$ cat config.mk
export PLATFORM = sky130hd
export DESIGN_NAME = serial_subtractor
export DESIGN_NICKNAME = d
export VERILOG_FILES = /design/src/rtl/serial_subtractor.sv
export SDC_FILE = /design/constraint.sdc
export NUM_CORES = 1
export LEC_CHECK = 0
export BUFFER_PORTS_ARGS = -buffer_cell sky130_fd_sc_hd__buf_2
export CORE_MARGIN = 4
export CORE_UTILIZATION = 57
export CTS_BUF_LIST = sky130_fd_sc_hd__clkbuf_2
export DETAILED_ROUTE_END_ITERATION = 7
export GPL_TIMING_DRIVEN = 1
export HOLD_SLACK_MARGIN = 0.1
export PLACE_DENSITY = 0.93
export SLEW_MARGIN = 20
export SYNTH_ARGS = -nofsm -noshare
export SYNTH_HDL_FRONTEND = slang
export SYNTH_SLANG_ARGS = --single-unit
$ cat constraint.sdc
create_clock -name clk -period 2 [get_ports clk]
set_input_delay 0.2 -clock clk [delete_from_list [all_inputs] [get_ports clk]]
set_output_delay 0.2 -clock clk [all_outputs]
set_load 0.05 [all_outputs]
$ cat src/rtl/serial_subtractor.sv
// Bit-serial LSB-first subtractor: diff = a - b - bin over WIDTH cycles, start/busy/done handshake.
// Optional SERIAL_SUB_OVF_EN adds a registered signed-overflow output (ovf).
//
// state | meaning
// IDLE  | waiting for start; operands captured on accept
// SHIFT | one bit per cycle through the full-subtractor cell
// DONE  | one-cycle done pulse, result already on diff/bout
module serial_subtractor #(
    parameter int WIDTH = 8
) (
    input  logic             clk,
    input  logic             rst_n,
    input  logic             start,
    input  logic [WIDTH-1:0] a,
    input  logic [WIDTH-1:0] b,
    input  logic             bin,
    output logic [WIDTH-1:0] diff,
    output logic             bout,
    output logic             busy,
    output logic             done
`ifdef SERIAL_SUB_OVF_EN
    ,
    output logic             ovf
`endif
);

    localparam int CW = (WIDTH > 1) ? $clog2(WIDTH) : 1;
    localparam logic [CW-1:0] CNT_LAST = CW'(WIDTH - 1);

    typedef enum logic [1:0] {IDLE, SHIFT, DONE} state_t;

    state_t           state;
    logic [WIDTH-1:0] a_sr;
    logic [WIDTH-1:0] b_sr;
    logic [WIDTH-1:0] res_sr;
    logic             borrow;
    logic [CW-1:0]    cnt;

    logic d_bit;
    logic borrow_nx;
    logic last_bit;

    assign d_bit     = a_sr[0] ^ b_sr[0] ^ borrow;
    assign borrow_nx = (~a_sr[0] & b_sr[0]) | (~(a_sr[0] ^ b_sr[0]) & borrow);
    assign last_bit  = (state == SHIFT) && (cnt == CNT_LAST);
    assign busy      = (state != IDLE);

    always_ff @(posedge clk or negedge rst_n) begin
        if (!rst_n) begin
            state  <= IDLE;
            a_sr   <= '0;
            b_sr   <= '0;
            res_sr <= '0;
            borrow <= 1'b0;
            cnt    <= '0;
            diff   <= '0;
            bout   <= 1'b0;
            done   <= 1'b0;
        end else begin
            case (state)
                IDLE: begin
                    done <= 1'b0;
                    if (start) begin
                        a_sr   <= a;
                        b_sr   <= b;
                        borrow <= bin;
                        cnt    <= '0;
                        state  <= SHIFT;
                    end
                end
                SHIFT: begin
                    a_sr   <= {1'b0, a_sr[WIDTH-1:1]};
                    b_sr   <= {1'b0, b_sr[WIDTH-1:1]};
                    res_sr <= {d_bit, res_sr[WIDTH-1:1]};
                    borrow <= borrow_nx;
                    if (last_bit) begin
                        // result goes straight to diff so it appears with done, not a cycle later
                        diff  <= {d_bit, res_sr[WIDTH-1:1]};
                        bout  <= borrow_nx;
                        done  <= 1'b1;
                        state <= DONE;
                    end else begin
                        cnt <= cnt + 1'b1;
                    end
                end
                DONE: begin
                    done  <= 1'b0;
                    state <= IDLE;
                end
                default: begin
                    done  <= 1'b0;
                    state <= IDLE;
                end
            endcase
        end
    end

`ifdef SERIAL_SUB_OVF_EN
    // a_sr[0]/b_sr[0] hold the operand sign bits on the last shift
    always_ff @(posedge clk or negedge rst_n) begin
        if (!rst_n) begin
            ovf <= 1'b0;
        end else if (last_bit) begin
            ovf <= (a_sr[0] ^ b_sr[0]) & (d_bit ^ a_sr[0]);
        end
    end
`endif

endmodule

; Word level (Yosys, flattened, before mapping)
; Cells that the tools add are included.
[totals]
word_cells = 44
inputBits = 20
register_bits = 40
[op_classes]
muxes = 14
reduce_logical = 8
bitwise = 7
n_addsub = 1
eq_ne = 5
[op_table]
columns = op, n
row1 = 8-bit case mux with 2 select lines, 2
row2 = 8-bit 2-to-1 mux, 2
row3 = 3-bit 2-to-1 mux, 2
row4 = "2-bit inequality test, second input constant", 3
row5 = 3-bit case mux with 2 select lines, 1
row6 = 2-bit AND reduction, 3
row7 = 2-bit 2-to-1 mux, 2
row8 = 2-bit case mux with 2 select lines, 1
row9 = 2-bit nonzero test, 2
row10 = "3-bit by 1-bit adder with 3-bit output, second input constant", 1
row11 = "3-bit == test, second input constant", 1
row12 = 1-bit 2-to-1 mux, 3
row13 = 3-bit AND reduction, 1
row14 = 1-bit AND, 2
row15 = "2-bit by 1-bit == test with 1-bit output, second input constant", 1
row16 = 2-bit zero test, 1
row17 = 1-bit NOT, 2
row18 = 1-bit case mux with 2 select lines, 1
row19 = 1-bit bitwise XOR, 2
row20 = 1-bit logical AND, 1
row21 = 1-bit bitwise OR, 1

; Depth between registers and ports, before layout
; Gate-level depths: netlist (run 1).
[depth]
ltp_word = 5
ltp_mapped = 7

; Least setup slack after synthesis (run 1)
; OpenSTA, ideal clock, no wires.
[synth_path]
path_kind = register to register
start = register cnt[0]
end = register diff[0]
arrival_ps = 1476
path_slack_ps = 400
n_path_buf = 2
t_required_ps = 1875
synth_period_minus_slack_ps = 1600
setup_ps = 125
stages_incl_launch_ff = 7
cell_sequence = dfrtp_1 > ha_1 > ha_1 > buf_4 > nand3b_1 > buf_4 > mux2_2
[synth_via]
elab_chain_cells = 3
[synth_rtl]
columns = element, line
row1 = start: declaration, 37  ; logic [CW-1:0] cnt;
row2 = start signal: assignment, 83  ; cnt <= cnt + 1'b1;
row3 = 3-bit == test, 45  ; assign last_bit = (state == SHIFT) && (cnt == CNT_LAST);
row4 = 1-bit logical AND, 45
row5 = 2-bit AND reduction (no source line), n/a
row6 = end signal: assignment, 78  ; diff <= {d_bit, res_sr[WIDTH-1:1]};
row7 = end: declaration, 17  ; output logic [WIDTH-1:0] diff,
; No other way between the ends.
; A chain may end at the register's enable or synchronous reset.

; Final worst setup path (run 1)
; Same ends and word-level chain as after synthesis.

==> flow_summary.rst, run 1 <==
.. list-table::
   :header-rows: 1

   * - Metric
     - Value
   * - Number of rows in the core area
     - 19
   * - Final total power
     - 3.291 mW
   * - Final Non-Filler Cells
     - 220
   * - Worst vdd ir
     - 0.8252 mV
   * - X dimension of the die
     - 63.04 um
   * - Critical Path Slowest Stage Cell
     - sky130_fd_sc_hd__dfrtp_1
   * - First-pass GRT wire length
     - 5885 um
   * - Worst hold path class
     - primary input to register
   * - CTS Sinks
     - 39
   * - Cell count of the worst reg-to-reg path
     - 4
   * - Seq cells post-synth
     - 39
   * - Total routing resource utilization after global routing
     - 18.85%
   * - Last weighted congestion value of the routability-driven placer
     - 0.7798
   * - Wire per inst
     - 15.60 um
   * - Number of I/O pins
     - 31
   * - Max-capacitance violation count
     - 0
   * - Die footprint
     - between 3000 and 4000 um^2
   * - Signal arrival time at the worst endpoint
     - roughly 2.1 ns
   * - Initial cell density of the core
     - a little over 60%
   * - Top cell type's share of synthesized area
     - 56.52%
   * - Total of endpoints with negative setup slack in the final report
     - 0
   * - CTS Root Cell
     - sky130_fd_sc_hd__clkbuf_2
   * - Clk_skew
     - 0.01992 ns
   * - Inserted Clock Buffers
     - 5
   * - Yosys top cell by area
     - sky130_fd_sc_hd__dfrtp_1
   * - Destination of the critical timing path
     - diff[0]
   * - Reg2Reg Setup Slack
     - between 0.15 and 0.2 ns
   * - Placed Instances
     - around 200
   * - Clock tree from TritonCTS
     - built
   * - Final setup margin
     - 0.1625 ns
   * - Deepest level of the CTS H-tree
     - 2
   * - Antenna Violating Nets Remaining
     - 0
   * - Synthesized Nets
     - 173
   * - Port-buffer cells
     - 30
   * - Reg-to-reg startpoint
     - cnt[0]
   * - Core area
     - 2829 um^2
   * - Dpl hpwl
     - 2335 um
   * - Hold Worst Slack
     - a little over 0.1 ns
   * - Post-synthesis instance area
     - between 1500 and 2000 um^2
   * - Via count of the first global-routing pass
     - 1358
   * - ANT cells
     - 0
   * - Dominant delay contributor by cell family on the critical path
     - adder cells
   * - DP Worst Slack
     - 0.1633 ns
   * - Vias
     - around 1400
   * - Crit path launch type
     - register
   * - Measured slew at the worst slew-check pin
     - 0.8356 ns
   * - Clock slew at reported path FFs
     - 0.20 ns
   * - Max-slew violations
     - 0
   * - Synth area leaders
     - sky130_fd_sc_hd__dfrtp_1, sky130_fd_sc_hd__o22ai_1, sky130_fd_sc_hd__mux2_2
   * - Post-layout minimum cycle time
     - between 1.5 and 2 ns
   * - Worst-path fanout max
     - 11
   * - Remaining design rule violation count
     - 0
   * - Outcome
     - completed
   * - Static Leakage
     - 0.9254 nW
   * - Tcrit/Tclk final
     - 91.88%
   * - Buffer and inverter count on the worst path
     - 0
   * - Antenna violations before repair
     - 0
   * - Number of buffers inserted by post-CTS setup repair
     - 0
   * - Share of synthesized area occupied by flip-flops and latches
     - 56.52%
   * - Most frequent CP cell
     - sky130_fd_sc_hd__ha_1
   * - CP Cell Sequence
     - ha_1, ha_1, nand3b_1, mux2_2
   * - Worst slew margin relative to its limit
     - between 40% and 50%
   * - Largest net degree at the start of global routing
     - 40
   * - Count of TritonRoute iterations in the first routing pass
     - 5
   * - Final hold violation count
     - 0
   * - Setup repair after global routing missed its margin
     - false
   * - Max Freq
     - 544.2 MHz
   * - Die Ht
     - 63.04 um
   * - Number of vias per cell after detailed routing
     - between 6 and 7
   * - Iteration-0 DRC count of the detailed router
     - 52
   * - Layout overhead on the synthesized area
     - 16.01%
   * - Cell variety after synth
     - 23
   * - Crit Path Class
     - register to register
   * - Nature of the critical path endpoint
     - register
   * - Final design instance area without fill
     - 2003 um^2
   * - Clock latency of the later-clocked register in the worst-skew pair
     - 0.39 ns
   * - Leftover overflow at the end of global routing
     - 0
   * - Count of synthesis-stage warnings from yosys
     - 0
   * - CP Data Required Time
     - 2.29 ns
   * - Syn Inst Count
     - 150
   * - Maximum cell stage delay along the critical path
     - 0.45 ns
   * - Total negative setup slack
     - 0 ns
   * - Buffers from clock root to sink, at most
     - 2
   * - Instance area after placement
     - 1849 um^2
   * - Power density over the cells
     - 1643 nW/um^2
   * - Number of nets at the end of the flow
     - 211
   * - Fraction of the core area covered by cells at the end of the flow
     - 70.81%
   * - Fraction of final layout cells with drive strength greater than 1
     - 30.16%
   * - Worst r2r dst
     - diff[0]
   * - Stages on worst setup path
     - 4
   * - Detailed Route WL
     - 3432 um
   * - Avg Cell Area, Syn
     - 11.51 um^2
   * - Launching instance or port of the critical path
     - cnt[0]
registers in the layout (all words and copies together), names as in the netlist:
register	flops
bout	1
state	2
res_sr	7
cnt	3
b_sr	8
borrow	1
done	1
diff	8
a_sr	8
logic make-up (layout without fill, tap and decap cells):
kind of cell / Yosys count / in the layout / synth area share, %
buffers and inverters: 18 / 57 / 6.014
AOI/OAI and AO/OA: 60 / 60 / 19.85
DFF: 39 / 39 / 56.52
muxes: 15 / 15 / 10.65
and+or+nand+nor: 15 / 15 / 4.348
adders and majority gates: 3 / 3 / 2.609
how the worst min path moves through the flow:
| stage | from | end | slack (ns) | depth (start not counted) |
|---|---|---|---|---|
| after floorplan | rst_n | a_sr[0] | -0.1 | 0 |
| after global placement | rst_n | diff[0] | 0.33 | 1 |
| after detailed placement | rst_n | diff[0] | 0.35 | 1 |
| after CTS | b[2] | b_sr[2] | 0.10 | 3 |
| after global routing | b[0] | b_sr[0] | 0.10 | 3 |
| final | b[0] | b_sr[0] | 0.10 | 3 |
Yosys cell counts, drive strengths merged:
cell,count
nand2,5
mux2,15
nand2b,2
o21ai,11
inv,6
nor2,4
nor3,1
ha,2
nor2b,1
buf,10
fa,1
nand3b,1
or2b,1
clkbuf,2
a22oi,2
a21oi,17
o22ai,30
dfrtp,39
worst reg2reg max path: cells and delay by family (launching register included):
kind                     cells  cell delay [ns]
adder cells (fa/ha/maj)      2             0.47
AND/OR/NAND/NOR              1             0.43
flip-flops                   1             0.45
multiplexers                 1             0.40
power by group:
part | switching (mW) | total [mW] | internal, mW
clock | 0.255 | 0.344 | 0.0892
sequential | 0.277 | 1.44 | 1.16
combinational | 0.901 | 1.51 | 0.609
layout by cell type (no fill, tap or decap), drive strengths merged:
cell type	n
a21oi	17
a22oi	2
buf	32
clkbuf	6
clkinv	1
clkinvlp	1
dfrtp	39
dlygate4sd3	11
fa	1
ha	2
inv	6
mux2	15
nand2	5
nand2b	2
nand3b	1
nor2	4
nor2b	1
nor3	1
o21ai	11
o22ai	30
or2b	1
what timing repair did:
| item | CTS | global route |
|---|---|---|
| resized for setup | 0 | 1 |
| endpoints found under the setup margin | 0 | 1 |
| hold buffers | 9 | 2 |
| endpoints found under the hold margin | 47 | 2 |
routing by layer:
metal  up-vias  wire (um)  GRT usage [%]  share of wire (%)
li1        627          -              -                  -
met5         -          0              0                  0
met3         8        171          4.317                5.0
met1       670       1393          22.61                 41
met4         0         67          8.815                2.0
met2        51       1799          31.88                 52
layout make-up:
cell class                      count  area (um^2)
Multi-Input combinational cell     93        646.9
Clock inverter                      2        12.51
Inverter                            6        22.52
Clock buffer                        6        30.03
Tap cell                           31        38.79
Timing Repair Buffer               43        275.3
Fill cell                         188        825.8
Sequential cell                    39        977.2
No activity file was read; power rests on OpenSTA's default activity.
==> run 2: changes to the inputs <==
--- a/config.mk
+++ b/config.mk
@@ -5,6 +5,7 @@
 export SDC_FILE = /design/constraint.sdc
 export NUM_CORES = 1
 export LEC_CHECK = 0
+export ABC_AREA = 1
 export BUFFER_PORTS_ARGS = -buffer_cell sky130_fd_sc_hd__buf_2
 export CORE_MARGIN = 4
 export CORE_UTILIZATION = 57
@@ -13,6 +14,7 @@
 export GPL_TIMING_DRIVEN = 1
 export HOLD_SLACK_MARGIN = 0.1
 export PLACE_DENSITY = 0.93
+export REMOVE_ABC_BUFFERS = 1
 export SLEW_MARGIN = 20
 export SYNTH_ARGS = -nofsm -noshare
 export SYNTH_HDL_FRONTEND = slang
==> run 2 against run 1 <==
Effect of this change: synthesized area rose by 5.9%; cell count rose by 39%; register-to-register slack improved by 0.22 ns; die area rose by 5.1%; maximum frequency rose by 6.0%; total power fell by 2.9%; global-route usage rose by 1.1 points; critical path depth fell by 1; design area rose by 9.5%; highest routed layer unchanged.
==> flow_summary.rst, run 2 <==
.. list-table::
   :header-rows: 1

   * - Metric
     - Value
   * - Vias
     - 1543
   * - Worst Hold Endpoint
     - a_sr[0]
   * - Post-synthesis instance area
     - about 1800 um^2
   * - Worst hold path stage count
     - 5
   * - Nature of the critical path endpoint
     - output port
   * - Cell variety after synth
     - 18
   * - Avg Cell Area, Syn
     - 8.502 um^2
   * - Clk_skew
     - approximately 0.018 ns
   * - Inserted Clock Buffers
     - 5
   * - Outcome
     - completed
   * - Largest net degree at the start of global routing
     - 40
   * - Measured slew at the worst slew-check pin
     - a little over 0.8 ns
   * - Worst slew margin relative to its limit
     - around 45%
   * - Port-buffer cells
     - 30
   * - CTS Root Cell
     - sky130_fd_sc_hd__clkbuf_2
   * - Dpl hpwl
     - approximately 2500 um
   * - Reg2Reg Setup Slack
     - around 0.38 ns
   * - Die footprint
     - roughly 4200 um^2
   * - Worst vdd ir
     - 0.7980 mV
   * - Antenna violations before repair
     - 0
   * - Clock latency of the later-clocked register in the worst-skew pair
     - 0.41 ns
   * - Worst min-delay path startpoint
     - a[0]
   * - Cell count of the worst reg-to-reg path
     - 5
   * - CTS Sinks
     - 39
   * - Buffers from clock root to sink, at most
     - 2
   * - Count of synthesis-stage warnings from yosys
     - 0
   * - Deepest level of the CTS H-tree
     - 2
   * - Layout fillers
     - 248
   * - Total routing resource utilization after global routing
     - 19.93%
   * - Leftover overflow at the end of global routing
     - 0
   * - Worst-path fanout max
     - 13
   * - Worst hold path class
     - primary input to register
   * - Reg-to-reg startpoint
     - state[0]
   * - First-pass GRT wire length
     - 6313 um
   * - Post-synth top flop
     - sky130_fd_sc_hd__dfrtp_1
   * - Tcrit/Tclk final
     - 86.65%
   * - Detailed Route WL
     - 3657 um
   * - Synth area leaders
     - sky130_fd_sc_hd__dfrtp_1, sky130_fd_sc_hd__nand3_1, sky130_fd_sc_hd__nand2_1
   * - Power density over the cells
     - 1457 nW/um^2
   * - Max-capacitance violation count
     - 0
   * - Count of TritonRoute iterations in the first routing pass
     - 4
   * - Wire per inst
     - around 12 um
   * - Iteration-0 DRC count of the detailed router
     - 99
   * - Async S/R FF share, synth
     - 100.0%
   * - Seq cells post-synth
     - 39
   * - Total of endpoints with negative setup slack in the final report
     - 0
   * - Core area
     - 3053 um^2
   * - Remaining design rule violation count
     - 0
   * - Clock slew at reported path FFs
     - 0.19 ns
   * - Fraction of the core area covered by cells at the end of the flow
     - between 70% and 80%
   * - Syn Inst Count
     - 215
   * - Antenna Violating Nets Remaining
     - 0
   * - Max Freq
     - roughly 580 MHz
   * - Via count of the first global-routing pass
     - 1456
   * - Fraction of final layout cells with drive strength greater than 1
     - a little over a fifth
   * - Registers with the most flip-flops
     - a_sr (8), b_sr (8), diff (8)
   * - Leading post-synthesis cells by instance count
     - sky130_fd_sc_hd__nand2_1, sky130_fd_sc_hd__nand3_1, sky130_fd_sc_hd__dfrtp_1
   * - Worst r2r dst
     - b_sr[6]
   * - Highest-count cells in the layout ignoring fill and taps
     - sky130_fd_sc_hd__nand2_1, sky130_fd_sc_hd__nand3_1, sky130_fd_sc_hd__dfrtp_1, sky130_fd_sc_hd__inv_1, sky130_fd_sc_hd__buf_2
   * - Setup repair after global routing missed its margin
     - false
   * - Crit Path Class
     - register to output port
   * - Yosys top cell by area
     - sky130_fd_sc_hd__dfrtp_1
   * - Max-slew violations
     - 0
   * - Number of flops mapped to enable cells by yosys
     - 0
   * - Number of nets at the end of the flow
     - 284
   * - Total negative setup slack
     - 0 ns
   * - Die Ht
     - 64.63 um
   * - Signal arrival time at the worst endpoint
     - 1.53 ns
   * - Initial cell density of the core
     - 59.88%
   * - Final hold violation count
     - 0
   * - Most frequent cell after synthesis
     - sky130_fd_sc_hd__nand2_1
   * - CTS resizes
     - 0
   * - Top cell type's share of synthesized area
     - 53.39%
   * - CP Data Required Time
     - ~1.8 ns
   * - Layout overhead on the synthesized area
     - 19.99%
   * - ANT cells
     - 0
   * - X dimension of the die
     - 64.63 um
   * - Last weighted congestion value of the routability-driven placer
     - 0.8208
   * - Share of synthesized area occupied by flip-flops and latches
     - 53.39%
   * - Static Leakage
     - 1.216 nW
   * - Number of rows in the core area
     - 20
   * - Crit path launch type
     - register
   * - Clock tree from TritonCTS
     - built
   * - Number of vias per cell after detailed routing
     - 5.042
   * - Post-layout minimum cycle time
     - roughly 1.7 ns
   * - Most common cell after layout, fill and taps aside
     - sky130_fd_sc_hd__nand2_1
   * - Number of I/O pins
     - 31
## run 2: cell types whose count changed after synthesis, moves of 8 or more
cell | previous run | this run
sky130_fd_sc_hd__nand2_1 | 5 | 58
sky130_fd_sc_hd__nand3_1 | 0 | 44
sky130_fd_sc_hd__o22ai_1 | 30 | 0
sky130_fd_sc_hd__inv_1 | 6 | 32
sky130_fd_sc_hd__a21oi_1 | 17 | 0
sky130_fd_sc_hd__mux2_2 | 11 | 0
sky130_fd_sc_hd__o21ai_2 | 0 | 8
## run 2: what timing repair did
| action | 4_1_cts | 5_1_grt |
|---|---|---|
| hold buffers | 14 | 2 |
| setup buffers | 0 | 0 |
| hold endpoints to repair | 52 | 2 |
## run 2: final cells by class
cell class	count	area [um^2]	share of cell area (%)
Sequential cell	39	975.9	44.50
Tap cell	44	55.05	2.510
Multi-Input combinational cell	133	669.4	30.52
Timing Repair Buffer	48	325.3	14.83
Inverter	34	127.6	5.819
Clock buffer	7	35.03	1.597
Clock inverter	1	5.005	0.2282
## run 2: critical path, stage by stage, from the launching register on
cell and delay, ns:
sky130_fd_sc_hd__dfrtp_1 0.56, sky130_fd_sc_hd__nor2_1 0.31, sky130_fd_sc_hd__inv_1 0.06, sky130_fd_sc_hd__buf_2 0.21
## run 2: cell families after synthesis
group / Yosys count / share of synthesized area (%)
and+or+nand+nor: 115 / 28.40
buffers and inverters: 43 / 9.993
DFF: 39 / 53.39
AOI/OAI and AO/OA: 15 / 5.749
adders and majority gates: 3 / 2.464
## run 2: how the worst max path moves through the flow
stage	startpoint	end	slack, ns	depth (start not counted)
finish	state[0]	busy	0.27	3
global route	state[0]	busy	0.13	3
CTS	state[0]	busy	0.27	3
detailed placement	state[0]	b_sr[6]	0.39	5
global placement	state[0]	b_sr[6]	0.48	5
floorplan	state[1]	a_sr[0]	0.62	5
## run 2: metrics by stage
| step | hold WS [ns] | setup WS, ns | total power, mW | cells | instance area (um^2) |
|---|---|---|---|---|---|
| 6_report | 0.1384 | 0.2670 | 3.196 | 306 | 2193 |
| 5_1_grt | 0.1415 | 0.1273 | 3.473 | 306 | 2193 |
| 4_1_cts | 0.1031 | 0.2737 | 3.212 | 304 | 2173 |
| 3_5_place_dp | 0.3491 | 0.3949 | 2.854 | 282 | 1993 |
| 3_3_place_gp | 0.3481 | 0.4764 | 2.767 | 282 | 1993 |
| 2_1_floorplan | -0.09559 | 0.6178 | 2.460 | 206 | 1773 |
## run 2: metal layers
| metal | vias up | track usage (%) | share of wire [%] | wire length (um) |
|---|---|---|---|---|
| met3 | 12 | 6.586 | 4.9 | 179 |
| met1 | 721 | 24.80 | 43 | 1557 |
| li1 | 778 | - | - | - |
| met4 | 0 | 8.707 | 2.1 | 76 |
| met2 | 32 | 31.70 | 50 | 1845 |
| met5 | - | 0 | 0 | 0 |
## run 2: power breakdown
part / switching (mW) / internal [mW] / total, mW
clock network: 0.253 / 0.0953 / 0.348
registers: 0.200 / 1.13 / 1.33
logic: 1.04 / 0.480 / 1.52
==> run 3: changes to the inputs <==
--- a/config.mk
+++ b/config.mk
@@ -11,7 +11,7 @@
 export CORE_UTILIZATION = 57
 export CTS_BUF_LIST = sky130_fd_sc_hd__clkbuf_2
 export DETAILED_ROUTE_END_ITERATION = 7
-export GPL_TIMING_DRIVEN = 1
+export GPL_TIMING_DRIVEN = 0
 export HOLD_SLACK_MARGIN = 0.1
 export PLACE_DENSITY = 0.93
 export REMOVE_ABC_BUFFERS = 1
==> run 3 against run 2 <==
Effect of this change: critical endpoint unchanged; cell count is 0.98% lower; critical path type unchanged; largest cell class unchanged; sequential cell count did not move; clock skew fell by 0.0027 ns; largest power group unchanged.
==> flow_summary.rst, run 3 (same netlist as run 2, synthesis figures left out) <==
.. list-table::
   :header-rows: 1

   * - Metric
     - Value
   * - Outcome
     - completed
   * - Total routing resource utilization after global routing
     - 19.31%
   * - First-pass GRT wire length
     - approximately 6300 um
   * - Crit Path Class
     - register to output port
   * - Final Non-Filler Cells
     - 303
   * - Remaining design rule violation count
     - 0
   * - Power density over the cells
     - 1495 nW/um^2
   * - Total negative setup slack
     - 0 ns
   * - Measured slew at the worst slew-check pin
     - 0.8139 ns
   * - Count of TritonRoute iterations in the first routing pass
     - 4
   * - Antenna Violating Nets Remaining
     - 0
   * - Clock latency of the later-clocked register in the worst-skew pair
     - 0.39 ns
   * - Max Freq
     - 554.2 MHz
   * - Via count of the first global-routing pass
     - 1494
   * - Clock tree from TritonCTS
     - built
   * - Initial cell density of the core
     - approximately 60%
   * - Number of rows in the core area
     - 20
   * - CP Cell Sequence
     - nor2_1, inv_1, buf_2
   * - Max-capacitance violation count
     - 0
   * - Max-slew violations
     - 0
   * - Vias
     - 1482
   * - Static Leakage
     - between 1 and 1.5 nW
   * - Leftover overflow at the end of global routing
     - 0
   * - Reg2Reg Setup Slack
     - 0.43 ns
   * - Maximum cell stage delay along the critical path
     - 0.70 ns
   * - Worst hold path class
     - primary input to register
   * - Fraction of final layout cells with drive strength greater than 1
     - between 20% and 30%
   * - Placed Instances
     - 280
   * - Number of nets at the end of the flow
     - 281
   * - Port-buffer cells
     - 30
   * - Nature of the critical path endpoint
     - output port
   * - Final total power
     - 3.292 mW
   * - Detailed Route WL
     - 3391 um
   * - Tcrit/Tclk final
     - 90.21%
   * - Die Ht
     - between 60 and 70 um
   * - Antenna violations before repair
     - 0
   * - Post-layout minimum cycle time
     - 1.804 ns
   * - Critical Path Slowest Stage Cell
     - sky130_fd_sc_hd__dfrtp_1
   * - Last weighted congestion value of the routability-driven placer
     - 0.7758
   * - Dpl hpwl
     - 2259 um
   * - Most common cell after layout, fill and taps aside
     - sky130_fd_sc_hd__nand2_1
   * - ANT cells
     - 0
   * - Wire per inst
     - around 11 um
   * - CTS Sinks
     - 39
   * - Highest-count cells in the layout ignoring fill and taps
     - sky130_fd_sc_hd__nand2_1, sky130_fd_sc_hd__nand3_1, sky130_fd_sc_hd__dfrtp_1, sky130_fd_sc_hd__inv_1, sky130_fd_sc_hd__buf_2
   * - Setup repair after global routing missed its margin
     - false
   * - Total of endpoints with negative setup slack in the final report
     - 0
   * - CTS Root Cell
     - sky130_fd_sc_hd__clkbuf_2
   * - Inserted Clock Buffers
     - 5
   * - Final hold violation count
     - 0
   * - Clock slew at reported path FFs
     - 0.19 ns
   * - Worst min-delay path startpoint
     - a[0]
   * - Deepest level of the CTS H-tree
     - 2
   * - Largest net degree at the start of global routing
     - 44
   * - Buffers from clock root to sink, at most
     - 2
   * - Worst-path fanout max
     - 13
   * - X dimension of the die
     - 64.63 um
   * - Number of vias per cell after detailed routing
     - 4.891
   * - Registers with the most flip-flops
     - a_sr (8), b_sr (8), diff (8)
   * - CP Data Required Time
     - 1.80 ns
   * - Number of I/O pins
     - 31
   * - Layout overhead on the synthesized area
     - 20.47%
   * - Iteration-0 DRC count of the detailed router
     - 120
   * - Launching instance or port of the critical path
     - state[0]
   * - Signal arrival time at the worst endpoint
     - roughly 1.6 ns
   * - Clk_skew
     - between 0.01 and 0.015 ns
   * - Reg-to-reg startpoint
     - state[1]
   * - Worst slew margin relative to its limit
     - 45.74%
   * - Core area
     - around 3100 um^2
   * - Die footprint
     - 4177 um^2
   * - Crit path launch type
     - register
   * - Worst vdd ir
     - 0.6905 mV
   * - Hold Worst Slack
     - 0.1145 ns
[run 3: per-layer routing]
layer | GRT usage [%] | share of wire [%] | up-vias
met4 | 7.388 | 1.4 | 0
met3 | 4.333 | 4.9 | 7
li1 | - | - | 763
met1 | 24.60 | 46 | 682
met5 | 0 | 0 | -
met2 | 32.09 | 48 | 30
[run 3: repair_timing]
action,CTS,global route
buffers inserted,0,0
resized for setup,0,1
endpoints found under the setup margin,0,3
hold buffers,15,0
endpoints found under the hold margin,53,0
[run 3: critical path: cells and delay by family, from the launching register on]
| family | cells | cell delay [ns] |
|---|---|---|
| flip-flops | 1 | 0.70 |
| AND/OR/NAND/NOR | 1 | 0.18 |
| buffers and inverters | 2 | 0.34 |
[run 3: path summary, 6_finish.rpt]
path	end	cells after the start
setup / recovery	busy	3
hold / removal	a_sr[0]	5
setup reg to reg	b_sr[6]	5
hold reg to reg	a_sr[6]	2
max in group asynchronous	res_sr[6]	2
min in group asynchronous	state[1]	2
[run 3: final cells by class]
cell class | instances | area [um^2]
Clock inverter | 3 | 43.79
Tap cell | 44 | 55.05
Fill cell | 233 | 850.8
Sequential cell | 39 | 975.9
Multi-Input combinational cell | 133 | 674.4
Clock buffer | 5 | 25.02
Inverter | 34 | 127.6
Timing Repair Buffer | 45 | 300.3
[run 3: stage by stage]
stage / setup slack (ns) / util, % / cell area (um^2)
after floorplan: 0.6178 / - / 1773
after global placement: 0.2618 / 64.80 / 1978
after detailed placement: 0.2330 / 64.80 / 1978
after CTS: 0.1880 / 71.97 / 2197
after global routing: 0.05436 / 72.13 / 2202
final: 0.1957 / 72.13 / 2202
[run 3: report_power, final]
group	switching [mW]	internal, mW	total, mW	leakage (nW)
registers	0.204	1.12	1.33	0.492
clock network	0.266	0.212	0.477	0.0429
logic	1.02	0.465	1.49	0.679
total	1.49	1.80	3.29	1.21
